--- src/rtl/id_ex_pipe.sv ---
// id_ex_pipe: ID/EX pipeline register with operand forwarding, load-use bubble, flush and hold.
// Define ID_EX_PERF_CNT_EN to add the o_lu_bubbles / o_flushes event counters.
module id_ex_pipe #(
   parameter int CTRL_W = 16,
   parameter int XLEN   = 32
) (
   input  logic              i_clk,
   input  logic              i_rst_n,
   input  logic              i_valid_D,
   input  logic [XLEN-1:0]   i_pc_D,
   input  logic [XLEN-1:0]   i_rs1_data_D,
   input  logic [XLEN-1:0]   i_rs2_data_D,
   input  logic [XLEN-1:0]   i_imm_D,
   input  logic [4:0]        i_rs1_addr_D,
   input  logic [4:0]        i_rs2_addr_D,
   input  logic [4:0]        i_rd_addr_D,
   input  logic              i_rd_wren_D,
   input  logic              i_mem_rden_D,
   input  logic [CTRL_W-1:0] i_ctrl_D,
   input  logic [1:0]        i_ForwardA,
   input  logic [1:0]        i_ForwardB,
   input  logic [XLEN-1:0]   i_alu_data_M,
   input  logic [XLEN-1:0]   i_wb_data_W,
   input  logic              i_flush_E,
   input  logic              i_stall_E,
   output logic              o_stall_D,
   output logic              o_valid_E,
   output logic [XLEN-1:0]   o_pc_E,
   output logic [XLEN-1:0]   o_rs1_data_E,
   output logic [XLEN-1:0]   o_rs2_data_E,
   output logic [XLEN-1:0]   o_imm_E,
   output logic [4:0]        o_rs1_addr_E,
   output logic [4:0]        o_rs2_addr_E,
   output logic [4:0]        o_rd_addr_E,
   output logic              o_rd_wren_E,
   output logic              o_mem_rden_E,
`ifdef ID_EX_PERF_CNT_EN
   output logic [31:0]       o_lu_bubbles,
   output logic [31:0]       o_flushes,
`endif
   output logic [CTRL_W-1:0] o_ctrl_E
);
   logic [XLEN-1:0] op_a, op_b;
   logic            lu;
   assign op_a = i_ForwardA == 2'b10 ? i_alu_data_M : i_ForwardA == 2'b01 ? i_wb_data_W : i_rs1_data_D;
   assign op_b = i_ForwardB == 2'b10 ? i_alu_data_M : i_ForwardB == 2'b01 ? i_wb_data_W : i_rs2_data_D;
   // Bubbles never carry mem_rden, so a load-use stall cannot repeat on itself
   assign lu = o_valid_E & o_mem_rden_E & o_rd_wren_E & (o_rd_addr_E != 5'd0) & i_valid_D &
               (o_rd_addr_E == i_rs1_addr_D | o_rd_addr_E == i_rs2_addr_D);
   assign o_stall_D = (lu | i_stall_E) & ~i_flush_E;
   always_ff @(posedge i_clk or negedge i_rst_n)
      if (!i_rst_n) begin
         o_valid_E    <= 1'b0;
         o_pc_E       <= '0;
         o_rs1_data_E <= '0;
         o_rs2_data_E <= '0;
         o_imm_E      <= '0;
         o_rs1_addr_E <= '0;
         o_rs2_addr_E <= '0;
         o_rd_addr_E  <= '0;
         o_rd_wren_E  <= 1'b0;
         o_mem_rden_E <= 1'b0;
         o_ctrl_E     <= '0;
      end else if (i_flush_E || (!i_stall_E && lu)) begin
         o_valid_E    <= 1'b0;
         o_rd_wren_E  <= 1'b0;
         o_mem_rden_E <= 1'b0;
         o_ctrl_E     <= '0;
      end else if (!i_stall_E) begin
         o_valid_E    <= i_valid_D;
         o_pc_E       <= i_pc_D;
         o_rs1_data_E <= op_a;
         o_rs2_data_E <= op_b;
         o_imm_E      <= i_imm_D;
         o_rs1_addr_E <= i_rs1_addr_D;
         o_rs2_addr_E <= i_rs2_addr_D;
         o_rd_addr_E  <= i_rd_addr_D;
         o_rd_wren_E  <= i_rd_wren_D & i_valid_D;
         o_mem_rden_E <= i_mem_rden_D & i_valid_D;
         o_ctrl_E     <= i_ctrl_D;
      end
`ifdef ID_EX_PERF_CNT_EN
   always_ff @(posedge i_clk or negedge i_rst_n)
      if (!i_rst_n) begin
         o_lu_bubbles <= '0;
         o_flushes    <= '0;
      end else begin
         if (!i_flush_E && !i_stall_E && lu) o_lu_bubbles <= o_lu_bubbles + 32'd1;
         if (i_flush_E && i_valid_D) o_flushes <= o_flushes + 32'd1;
      end
`endif
endmodule

--- config.mk ---
export PLATFORM = sky130hd
export DESIGN_NAME = id_ex_pipe
export DESIGN_NICKNAME = d
export VERILOG_FILES = /design/src/rtl/id_ex_pipe.sv
export SDC_FILE = /design/constraint.sdc
export NUM_CORES = 1
export LEC_CHECK = 0
export BUFFER_PORTS_ARGS = -buffer_cell sky130_fd_sc_hd__buf_4
export CAP_MARGIN = 20
export CORE_AREA = 2 2 152 154
export DETAILED_ROUTE_END_ITERATION = 6
export DIE_AREA = 0 0 154 156
export PLACE_DENSITY = 0.7
export SYNTH_ARGS = -nofsm -noshare
export SYNTH_HDL_FRONTEND = slang
export SYNTH_SLANG_ARGS = --single-unit
--- constraint.sdc ---
create_clock -name i_clk -period 1.6 [get_ports i_clk]
set_input_delay 0.24 -clock i_clk [delete_from_list [all_inputs] [get_ports i_clk]]
set_output_delay 0.24 -clock i_clk [all_outputs]
set_load 0.01 [all_outputs]
After elaboration in Yosys (flattened, before gate mapping):

Index checks and enable logic that the tools add are counted.

* eq/ne operators: 7
* multiplexer cells: 12
* bitwise operators: 13
* reduce and logical (&&, ||, !) cells: 5

Operators by type and width (number)
* $mux 32: 4
* $mux 16: 2
* $eq 5x5->1: 2
* $and 1x1->1: 8
* $mux 1: 6
* $reduce_bool 5->1: 1
* $eq 2x1->1 const B: 2
* $eq 2x2->1 const B: 2
* $not 1->1: 3
* $ne 2x1->1 const B: 1
* $or 1x1->1: 2
* $reduce_and 2->1: 1
* $logic_and 1x1->1: 1
* $logic_not 1->1: 1
* $logic_or 1x1->1: 1

* register bits after elaboration: 162
* input port bits: 234

Logic depth before layout (Yosys ltp):

* depth after elaboration: 9
* gate-level depth with buffers: 8
* depth with buffers taken out: 5

Worst setup path before layout:

No wires, ideal clock.

* kind: register to register
* start: register o_rd_addr_E[4]
* end: register o_imm_E[21]
* data arrival time: 1.667 ns
* slack: -0.192 ns
* cell stages (with the launch flop): 9
* buffers on the path: 3
* cells stage by stage: dfrtp_1 > xnor2_1 > nand3_1 > o22ai_2 > a21boi_1 > buf_6 > buf_8 > buf_8 > mux2_4

* word-level cells in the longest chain between the ends: 8
* elaborated cells between the ends (all ways): 11
* classes of those cells: 2 x eq/ne; 5 x bitwise; 4 x reduce/logical

Ends and longest elaborated chain
* start, declared: line 34 `output logic [4:0] o_rd_addr_E,`
* start signal, assigned: line 77 `o_rd_addr_E <= i_rd_addr_D;`
* $reduce_bool 5->1: line 48 `assign lu = o_valid_E & o_mem_rden_E & o_rd_wren_E & (o_rd_addr_E != 5'd0) & i_valid_D &`
* $and 1x1->1 (2 in series): line 48
* $and 1x1->1 *: line 48
* $logic_and 1x1->1 *: line 64 `end else if (i_flush_E || (!i_stall_E && lu)) begin`
* $logic_or 1x1->1 *: line 64
* $not 1->1 (no line) *
* $reduce_and 2->1 (no line) *
* end signal, assigned: line 74 `o_imm_E <= i_imm_D;`
* end, declared: line 31 `output logic [XLEN-1:0] o_imm_E,`

Mark *: on every way between the ends. The rest lies on a longest branch, timed or not.
A chain may end at the register's enable or synchronous reset.

Worst setup path in the final report:

* start: register o_rd_addr_E[1]
* end: register o_rs1_data_E[18]

* word-level cells in the longest chain between the ends: 8
* elaborated cells between the ends (all ways): 11
* classes of those cells: 2 x eq/ne; 5 x bitwise; 4 x reduce/logical

Ends and longest elaborated chain
* $reduce_bool 5->1: line 48
* $and 1x1->1 (2 in series): line 48
* $and 1x1->1 *: line 48
* $logic_and 1x1->1 *: line 64
* $logic_or 1x1->1 *: line 64
* $not 1->1 (no line) *
* $reduce_and 2->1 (no line) *
* end signal, assigned: line 72 `o_rs1_data_E <= op_a;`
* end, declared: line 29 `output logic [XLEN-1:0] o_rs1_data_E,`

Marks and branches as above.

==> impl_results.md <==
* Initial DRC count at 370
* Critical Path Sink Type: flop
* TritonCTS Buffers at 17
* First-pass GRT wire length at 41300 microns
* Commonest non-fill, non-tap cell in the layout: buf_4
* Initial core utilization at 0.379
* Area added between synthesis and finish at 52.4%
* Reg2Reg Depth at 8
* CTS tree: yes
* Slew Viols, Final at 0
* Combinational power share at 0.287
* Highest-count cells in the layout ignoring fill and taps: buf_4, dfrtp_1, mux2_4, a21oi_1, nor2b_1
* Worst hold slack at 0.0390 ns
* Clock Power Share at 0.325
* Hold crit path type: input pin to flop
* P_leak at 6.22 nW
* Non-filler instance count after layout at 1381
* Post-layout util at 0.577
* IO Pins at 397
* Nets at 1316
* Die Area at 24000 sq um
* Die Width at 154 microns
* Reg2reg end: o_rs1_data_E[18]
* Psw at 3.89 mW
* Worst Path Required at 1.90 ns
* Seq pwr share at 0.387
* Worst slew pin tran at 0.710 ns
* Post-DP Area at 12100 sq um
* Clock sink total at 162
* RSZ-0062 raised after global routing: yes
* DRC viols at 0
* WS Path Type: flop to flop
* Sequential element share of the synthesized area at 0.479
* FILL cells at 1878
* Slew HR at 0.527
* Vias in the first global route at 7418
* Max VDD drop at 0.000682 V
* Status: finished, violations left
* Drt pass-1 iters at 5
* Worst-case clock buffer depth at 2
* Rows at 55
* Final worst-path cycle share at 1.22
* Final hold vios at 0
* Clock Latency Late Sink at 0.43 ns
* Setup TNS at -44.38 ns
* Area of the multi-input gates at 4240 sq um
* CTS H-Tree Depth at 4
* Port Buffers at 396
* Synth warn at 0
* Max-Cap Viols at 0
* WP data arrival at 2.25 ns
* Die Height at 156 microns
* Net Sw Frac at 0.293
* Internal cell power at 9.41 mW
* Power density over the cells at 1030 nW/um^2
* Final setup violation count at 163
* Post-Synthesis Cells at 664
* Global-route usage over all layers at 0.219
* CP Launch Type: flop
* Clock transition at path regs at 0.08 ns
* Final Skew at 0.0146 ns
* WL/cell at 19.4 microns
* Initial antenna violation count at 1
* Core Box Area at 22400 sq um
* Worst Setup SP: o_rd_addr_E[1]
* Failing checks: setup timing
* Via-per-instance ratio at 5.15
* Crit path time final at 1.95 ns
* Final worst setup slack at -0.351 ns
* Syn Nets at 898
* Average cell area after synthesis at 12.8 sq um
* R2R Setup Slk at -0.35 ns
* Library cells used by synthesis at 24
* Final wirelength at 26800 microns
* Crit Path Max Fanout at 15
* Netlist Area Pre-Place at 8470 sq um
* Overflow after GRT at 0
* Share of layout cells above drive strength 1 at 0.582
* Antenna Nets Post-Route at 0
* Flops & latches, synth at 162
* Post-DP HPWL at 20300 microns
* Sequential cell area at 4060 sq um
* Dpl cells at 1344
* Fmax at 513 MHz
* Clock root buffer master: clkbuf_16
* Largest net degree at the start of global routing at 65
* Detailed-route via count at 7119
* GP Congestion at 0.791
* Fin area at 12900 sq um
* Reg2reg start: o_rd_addr_E[1]
* Crit path capture: o_rs1_data_E[18]
-- logic make-up after synthesis --
family,after synthesis,share of synthesized area
simple gates,78,0.0554
flops,162,0.479
mux,207,0.297
xor+xnor,10,0.0103
compound gates,151,0.120
buf+inv,56,0.0386
-- sequential cells by signal, indices dropped and copies added (netlist names) --
signal and cells:
o_imm_E 32, o_pc_E 32, o_rs1_data_E 32, o_rs2_data_E 32, o_ctrl_E 16, o_rd_addr_E 5
o_rs1_addr_E 5, o_rs2_addr_E 5, o_mem_rden_E 1, o_rd_wren_E 1, o_valid_E 1
-- Yosys cell counts --
library cell  number  share of area
xnor2_1           10          0.010
nor2b_1           65          0.048
mux2_2            73          0.097
nor3_1             1        0.00059
and3_1             3         0.0022
mux2i_1           64          0.076
nand3_1            2         0.0012
a41o_1             2         0.0024
nand2_1            3         0.0013
dfrtp_1          162           0.48
mux2_4            70           0.12
a211oi_1          64          0.057
inv_1              2        0.00089
nor2_1             3         0.0013
buf_8              8          0.014
o22ai_2            1         0.0015
clkbuf_1          30          0.013
buf_6              1         0.0013
buf_2             15         0.0089
a32o_1            16          0.019
nand4_1            1        0.00074
a31o_2             1         0.0010
a21boi_1           1        0.00089
a21oi_1           66          0.039
-- how the worst min path moves through the flow --
stage                      startpoint           to  slack (ns)  depth (start not counted)
after floorplan               i_rst_n  o_ctrl_E[0]       -0.06                          0
after global placement        i_rst_n    o_pc_E[8]        0.10                          1
after detailed placement      i_rst_n    o_pc_E[8]        0.10                          1
after CTS                 i_imm_D[19]  o_imm_E[19]        0.02                          2
after global routing      i_imm_D[14]  o_imm_E[14]        0.02                          2
final                     i_imm_D[14]  o_imm_E[14]        0.04                          2
-- layer usage --
| metal | vias to the layer above | routed length [microns] | part of all wire | global-route usage |
|---|---|---|---|---|
| li1 | 3284 | - | - | - |
| met3 | 69 | 2050 | 0.076 | 0.0594 |
| met5 | - | 0 | 0 | 0 |
| met4 | 0 | 1380 | 0.051 | 0.121 |
| met1 | 3424 | 10800 | 0.40 | 0.265 |
| met2 | 342 | 12600 | 0.47 | 0.356 |
-- power groups by stage --
stage,Clock [mW],Combinational (mW),Sequential (mW)
2_1_floorplan,0,1.40,5.44
3_3_place_gp,0,3.67,5.20
3_5_place_dp,0,3.74,5.21
4_1_cts,4.43,3.83,5.15
5_1_grt,4.62,4.07,5.23
6_report,4.33,3.82,5.15
-- metrics by stage --
stage / worst slack (ns) / total power, mW
final: -0.351 / 13.3
after global routing: -0.437 / 13.9
after CTS: -0.379 / 13.4
after detailed placement: -0.258 / 8.95
after global placement: -0.207 / 8.88
after floorplan: -0.139 / 6.85
-- critical path, stage by stage, from the launching register on --
cell	delay (ns)
dfrtp_2	0.44
xnor2_1	0.13
nand3_1	0.09
o22ai_2	0.10
buf_4	0.15
a21boi_4	0.21
buf_12	0.19
buf_12	0.18
mux2_4	0.32
-- what timing repair did --
action                                  4_1_cts  5_1_grt
hold buffers                                  1        0
gates cloned                                  0        0
pin swaps                                     4        1
resized for setup                            32        6
buffers inserted                              2        1
endpoints found under the hold margin       157        0
endpoints found under the setup margin      163      163
-- area by class of cell --
cell class | instances | share of cell area
Multi-Input combinational cell | 446 | 0.328
Sequential cell | 162 | 0.315
Tap cell | 285 | 0.0276
Antenna cell | 1 | 0.000194
Inverter | 2 | 0.000582
Timing Repair Buffer | 453 | 0.281
Clock inverter | 15 | 0.0147
Clock buffer | 17 | 0.0330
Power figures use the tool's default switching activity.
